## src/rtl/instr_fetch_unit_if.sv

```systemverilog
// rtl/instr_fetch_unit_if.sv - fetch-stage bus: imem request/response, decode handshake, redirect and halt
interface instr_fetch_unit_if #(
    parameter int PC_WIDTH = 16
);
    logic                imem_req;
    logic [PC_WIDTH-1:0] imem_addr;
    logic                imem_ready;
    logic [15:0]         imem_rdata;
    logic                instr_valid;
    logic                instr_ack;
    logic [3:0]          opcode;
    logic [3:0]          rs;
    logic [3:0]          rt;
    logic [3:0]          rd;
    logic [11:0]         imm12;
    logic [PC_WIDTH-1:0] pc_out;
    logic                redirect;
    logic [PC_WIDTH-1:0] redirect_pc;
    logic                halt;

    modport master (
        output imem_req, imem_addr,
        input  imem_ready, imem_rdata,
        output instr_valid, opcode, rs, rt, rd, imm12, pc_out,
        input  instr_ack, redirect, redirect_pc, halt
    );

    modport slave (
        input  imem_req, imem_addr,
        output imem_ready, imem_rdata,
        input  instr_valid, opcode, rs, rt, rd, imm12, pc_out,
        output instr_ack, redirect, redirect_pc, halt
    );
endinterface

```

## src/rtl/instr_fetch_unit.sv

```systemverilog
// rtl/instr_fetch_unit.sv - PC/IR fetch stage with local jump resolution; PREFETCH_EN adds a one-entry prefetch buffer
module instr_fetch_unit #(
    parameter int                  PC_WIDTH = 16,
    parameter logic [PC_WIDTH-1:0] RESET_PC = '0
) (
    input  logic              i_clock,
    input  logic              i_reset,
    instr_fetch_unit_if.master bus
);
    typedef enum logic [1:0] {S_REQ, S_HOLD, S_HALTED} state_t;

    state_t              r_state;
    logic [PC_WIDTH-1:0] r_pc;
    logic [PC_WIDTH-1:0] r_pc_out;
    logic [15:0]         r_ir;

    logic                w_is_jump;
    logic [PC_WIDTH-1:0] w_jump_pc;
    logic [PC_WIDTH-1:0] w_pc_inc;

    assign w_is_jump = (r_ir[15:12] == 4'b0000);
    assign w_jump_pc = {r_pc_out[PC_WIDTH-1:12], r_ir[11:0]};
    assign w_pc_inc  = r_pc + PC_WIDTH'(1);

`ifdef PREFETCH_EN
    logic [15:0] r_pbuf;
    logic        r_pbuf_valid;
    logic        w_pf_req;
    logic        w_pf_take;

    // Only one entry, so stop asking once it is full; halt also stops speculative fetches.
    assign w_pf_req  = (r_state == S_HOLD) && !r_pbuf_valid && !bus.halt;
    assign w_pf_take = w_pf_req && bus.imem_ready && !bus.redirect;
    assign bus.imem_req = !i_reset && ((r_state == S_REQ) || w_pf_req);
`else
    assign bus.imem_req = !i_reset && (r_state == S_REQ);
`endif

    assign bus.imem_addr   = r_pc;
    assign bus.instr_valid = (r_state == S_HOLD);
    assign bus.pc_out      = r_pc_out;
    assign bus.opcode      = r_ir[15:12];
    assign bus.rs          = r_ir[11:8];
    assign bus.rt          = r_ir[7:4];
    assign bus.rd          = r_ir[3:0];
    assign bus.imm12       = r_ir[11:0];

    always_ff @(posedge i_clock) begin
        if (i_reset) begin
            r_state  <= S_REQ;
            r_pc     <= RESET_PC;
            r_pc_out <= RESET_PC;
            r_ir     <= '0;
`ifdef PREFETCH_EN
            r_pbuf       <= '0;
            r_pbuf_valid <= 1'b0;
`endif
        end else begin
            case (r_state)
                S_REQ: begin
                    if (bus.redirect) begin
                        r_pc <= bus.redirect_pc;
                    end else if (bus.imem_ready) begin
                        r_ir     <= bus.imem_rdata;
                        r_pc_out <= r_pc;
                        r_pc     <= w_pc_inc;
                        r_state  <= S_HOLD;
                    end
                end
                S_HOLD: begin
`ifdef PREFETCH_EN
                    if (bus.redirect) begin
                        r_pc         <= bus.redirect_pc;
                        r_pbuf_valid <= 1'b0;
                        r_state      <= S_REQ;
                    end else if (bus.instr_ack) begin
                        if (w_is_jump) begin
                            r_pc         <= w_jump_pc;
                            r_pbuf_valid <= 1'b0;
                            r_state      <= bus.halt ? S_HALTED : S_REQ;
                        end else if (bus.halt) begin
                            // Rewind past the discarded prefetched word so it is refetched after halt.
                            if (r_pbuf_valid) r_pc <= r_pc - PC_WIDTH'(1);
                            r_pbuf_valid <= 1'b0;
                            r_state      <= S_HALTED;
                        end else if (r_pbuf_valid) begin
                            r_ir         <= r_pbuf;
                            r_pc_out     <= r_pc - PC_WIDTH'(1);
                            r_pbuf_valid <= 1'b0;
                        end else if (w_pf_take) begin
                            r_ir     <= bus.imem_rdata;
                            r_pc_out <= r_pc;
                            r_pc     <= w_pc_inc;
                        end else begin
                            r_state <= S_REQ;
                        end
                    end else if (w_pf_take) begin
                        r_pbuf       <= bus.imem_rdata;
                        r_pbuf_valid <= 1'b1;
                        r_pc         <= w_pc_inc;
                    end
`else
                    if (bus.redirect) begin
                        r_pc    <= bus.redirect_pc;
                        r_state <= S_REQ;
                    end else if (bus.instr_ack) begin
                        if (w_is_jump) r_pc <= w_jump_pc;
                        r_state <= bus.halt ? S_HALTED : S_REQ;
                    end
`endif
                end
                S_HALTED: begin
                    if (!bus.halt) r_state <= S_REQ;
                end
                default: r_state <= S_REQ;
            endcase
        end
    end
endmodule

```

## src/flat_wrapper.sv

```systemverilog
// flat-port wrapper written by rule: the top's interface ports become plain ports
module instr_fetch_unit_flat 
#(
    parameter int                  PC_WIDTH = 16,
    parameter logic [PC_WIDTH-1:0] RESET_PC = '0
)
  (i_clock, i_reset, bus_imem_req, bus_imem_addr, bus_imem_ready, bus_imem_rdata, bus_instr_valid, bus_opcode, bus_rs, bus_rt, bus_rd, bus_imm12, bus_pc_out, bus_instr_ack, bus_redirect, bus_redirect_pc, bus_halt);
  instr_fetch_unit_if #(.PC_WIDTH(PC_WIDTH)) bus_i ();
  input  logic i_clock;
  input  logic i_reset;
  output wire logic [$bits(bus_i.imem_req)-1:0] bus_imem_req;
  output wire logic [$bits(bus_i.imem_addr)-1:0] bus_imem_addr;
  input wire logic [$bits(bus_i.imem_ready)-1:0] bus_imem_ready;
  input wire logic [$bits(bus_i.imem_rdata)-1:0] bus_imem_rdata;
  output wire logic [$bits(bus_i.instr_valid)-1:0] bus_instr_valid;
  output wire logic [$bits(bus_i.opcode)-1:0] bus_opcode;
  output wire logic [$bits(bus_i.rs)-1:0] bus_rs;
  output wire logic [$bits(bus_i.rt)-1:0] bus_rt;
  output wire logic [$bits(bus_i.rd)-1:0] bus_rd;
  output wire logic [$bits(bus_i.imm12)-1:0] bus_imm12;
  output wire logic [$bits(bus_i.pc_out)-1:0] bus_pc_out;
  input wire logic [$bits(bus_i.instr_ack)-1:0] bus_instr_ack;
  input wire logic [$bits(bus_i.redirect)-1:0] bus_redirect;
  input wire logic [$bits(bus_i.redirect_pc)-1:0] bus_redirect_pc;
  input wire logic [$bits(bus_i.halt)-1:0] bus_halt;
  assign bus_imem_req = bus_i.imem_req;
  assign bus_imem_addr = bus_i.imem_addr;
  assign bus_i.imem_ready = bus_imem_ready;
  assign bus_i.imem_rdata = bus_imem_rdata;
  assign bus_instr_valid = bus_i.instr_valid;
  assign bus_opcode = bus_i.opcode;
  assign bus_rs = bus_i.rs;
  assign bus_rt = bus_i.rt;
  assign bus_rd = bus_i.rd;
  assign bus_imm12 = bus_i.imm12;
  assign bus_pc_out = bus_i.pc_out;
  assign bus_i.instr_ack = bus_instr_ack;
  assign bus_i.redirect = bus_redirect;
  assign bus_i.redirect_pc = bus_redirect_pc;
  assign bus_i.halt = bus_halt;
  instr_fetch_unit #(.PC_WIDTH(PC_WIDTH), .RESET_PC(RESET_PC)) u_core (.i_clock(i_clock), .i_reset(i_reset), .bus(bus_i));
endmodule
```

## config.mk

```make
export PLATFORM = sky130hd
export DESIGN_NAME = instr_fetch_unit_flat
export DESIGN_NICKNAME = d
export VERILOG_FILES = /design/src/rtl/instr_fetch_unit_if.sv /design/src/rtl/instr_fetch_unit.sv /design/src/flat_wrapper.sv
export SDC_FILE = /design/constraint.sdc
export NUM_CORES = 1
export LEC_CHECK = 0
export CAP_MARGIN = 15
export CORE_MARGIN = 2
export CORE_UTILIZATION = 30
export DETAILED_ROUTE_END_ITERATION = 8
export MAX_ROUTING_LAYER = met4
export SKIP_CTS_REPAIR_TIMING = 1
export SLEW_MARGIN = 20
export SYNTH_ARGS = -nofsm -noshare
export SYNTH_HDL_FRONTEND = slang
export SYNTH_SLANG_ARGS = --single-unit
```

## constraint.sdc

```tcl
create_clock -name i_clock -period 3.4 [get_ports i_clock]
set_clock_uncertainty 0.2 [all_clocks]
set_input_delay 0.68 -clock i_clock [delete_from_list [all_inputs] [get_ports i_clock]]
set_output_delay 0.68 -clock i_clock [all_outputs]
set_load 0.01 [all_outputs]
```

==> flow_summary.ini <==
[outcome]
status = completed

[clock_tree]
cts_root_buffer = clkbuf_8
cts_buffer_depth = 2
clkSinkCount = 50
h-tree-depth = 2
clk_pin_slew_ns = 0.10
cts_made_buffers = 5
cts_tree = built
clk_latency_ns = 0.31

[drt]
first_pass_iters = 4
dr_total_vias = 2689
drt_drc_violations_left = 0
ant_nets = 0
drt_wl_total_um = 8258
post_drt_wl_per_cell_um = 15.94
drt_iter0_drc = 154
vias_per_cell = 5.191

[sta]
worst_pin_slew_ns = 0.5410
slew_viol_final = 0
setup_violations = 0
finalCritPeriodShare = 0.7915
timing.setup.tns_ns = 0
fin_hold_ws_ns = 0.2579
hold_viol = 0
period_minus_slack_ns = 2.691
fmaxAchievable_mhz = 371.6
rsz0062_at_grt = no
slew_headroom = 0.6394

[pwr]
peakVddDrop_mv = 0.1616
powerDensity_nw_per_um2 = 359.1
power_leakage_nw = 1.278
total_power_mw = 1.319

[logic_synthesis]
ys_ff_latch = 50
ys_seq_area_frac = 0.3828
synth_edf_count = 0
yosys.cell_count.top_type = nand2_1
synth_cells = 334
ys_top_cells_by_count = nand2_1, dfxtp_1, a21oi_1
synth_top_area_cell = dfxtp_1
synth_cell_types = 51
synth_top_area_share = 0.3828
async_reset_ff_frac = 0
synth_fp_nets = 373
syn_area_um2 = 2615
synth_area_leaders = dfxtp_1, nand2_1, a21oi_1, buf_4, a211oi_1
syn_area_per_cell_um2 = 7.829
yosysWarnings = 0
synth-main-ff-cell = dfxtp_1

[critical_path]
cpMaxStageDelayCell = clkdlybuf4s50_1
setup.worst_path.start_class = flip-flop
cp.arrival_ns = 1.81
end_kind = output pin
rrSetupSlack_ns = 1.19
required_ns = 2.52
rr_worst_depth = 5
crit_family = buffers and inverters
critical_path_class = flip-flop to output pin
rr_startpoint = u_core.bus.imem_addr[0]
worstPathCellList = nand2b_2, inv_2, clkdlybuf4s50_1
r2r-end = u_core.bus.imem_addr[8]
slowest_delay_ns = 0.60
crit_fanout = 11
cp_num_buf_inv = 2

[placed_design]
gp_congestion = 0.8543
dp_hpwl_um = 5880
port_buffers = 99

[floorplanning]
fp.dieH_um = 97.37
ios = 100
num_rows = 34
core_um2 = 8593
die_w_um = 97.37
initial_core_util = 0.3043
dieArea_um2 = 9480

[layout]
area_growth_pct = 40.48
antenna_cells = 0
drive_gt1_frac = 0.06098
final_nets = 448

[global_routing]
grt_usage = 0.1778
antenna_found_initial = 0
grt_overflow = 0
grt_pass1_wl_um = 13340
grt_max_degree = 48
grt_pass1_vias = 2587

[min_path]
hold_class = flip-flop to flip-flop
hold_depth = 2
min_from = u_core.bus.pc_out[5]
hold_end = u_core.bus.pc_out[5]

[flow_run]
cap_viol_max_count = 0
metal layers:
layer	up-vias	global-route usage	share of wire
met3	12	0.03597	0.042
met5	-	-	0
li1	1323	-	-
met1	1284	0.2316	0.46
met2	70	0.2769	0.48
met4	0	0.05983	0.019
state kept, by name, summed over array words and instances, names as in the netlist:
signal	count
u_core.r_ir	16
u_core.bus.pc_out	16
u_core.bus.imem_addr	16
u_core.r_state	2
worst max-delay path by stage:
stage                                to  cells past startpoint               from  slack, ns
2_1_floorplan              bus_imem_req                      3            i_reset       1.15
3_3_place_gp   u_core.bus.imem_addr[15]                      5       bus_redirect       0.73
3_5_place_dp   u_core.bus.imem_addr[15]                      5       bus_redirect       0.69
4_1_cts                 bus_instr_valid                      3  u_core.r_state[0]       0.70
5_1_grt                 bus_instr_valid                      3  u_core.r_state[0]       0.61
6_report                bus_instr_valid                      3  u_core.r_state[0]       0.71
layout by cell type (no fill, tap or decap), types with 4 or more instances in the layout:
cell type        instances
inv_1                   13
o32ai_1                  5
nand4_1                  7
nand3_1                  6
o21ai_0                  8
a21oi_1                 34
buf_4                   11
nand2_1                 80
nor2_1                   7
a311oi_1                 4
clkbuf_8                 6
a211oi_1                 9
clkdlybuf4s50_1         98
and3_1                   6
and2_1                   5
dfxtp_1                 50
area by class of cell:
type / instances / area (um^2)
sequential: 50 / 1001
multi-input combinational: 228 / 1321
inverter: 14 / 52.55
tap: 108 / 135.1
clock buffer: 6 / 82.58
timing repair buffer: 110 / 1069
clock inverter: 2 / 12.51
fill: 897 / 4920
where the power goes:
| group | internal, mW | total (mW) | leakage (nW) | switching [mW] |
|---|---|---|---|---|
| logic | 0.156 | 0.284 | 0.822 | 0.128 |
| registers | 0.616 | 0.660 | 0.408 | 0.0435 |
| clock network | 0.164 | 0.375 | 0.0472 | 0.211 |
| total | 0.937 | 1.32 | 1.28 | 0.382 |
per-stage QoR:
stage	cell area [um^2]	util	setup WS, ns	cells
global route	3674	0.4275	0.6067	518
CTS	3674	0.4275	0.7003	518
floorplan	2615	-	1.154	334
global placement	3578	0.4164	0.7322	510
detailed placement	3578	0.4164	0.6866	510
finish	3674	0.4275	0.7089	518
worst min-delay path, delay by kind of cell, from the launching register on:
family	cells	cell delay, ns
AO/OA/AOI/OAI	1	0.05
flip-flops	1	0.32
AND/OR/NAND/NOR	1	0.05
kinds of logic after synthesis:
group / count (synthesis) / share of synthesized area
multiplexers: 3 / 0.01148
XOR/XNOR: 1 / 0.003350
AO/OA/AOI/OAI: 91 / 0.2479
flip-flops: 50 / 0.3828
AND/OR/NAND/NOR: 132 / 0.2378
buffers and inverters: 56 / 0.1120
adder cells (fa/ha/maj): 1 / 0.004784
(Power assumes the default switching activity.)
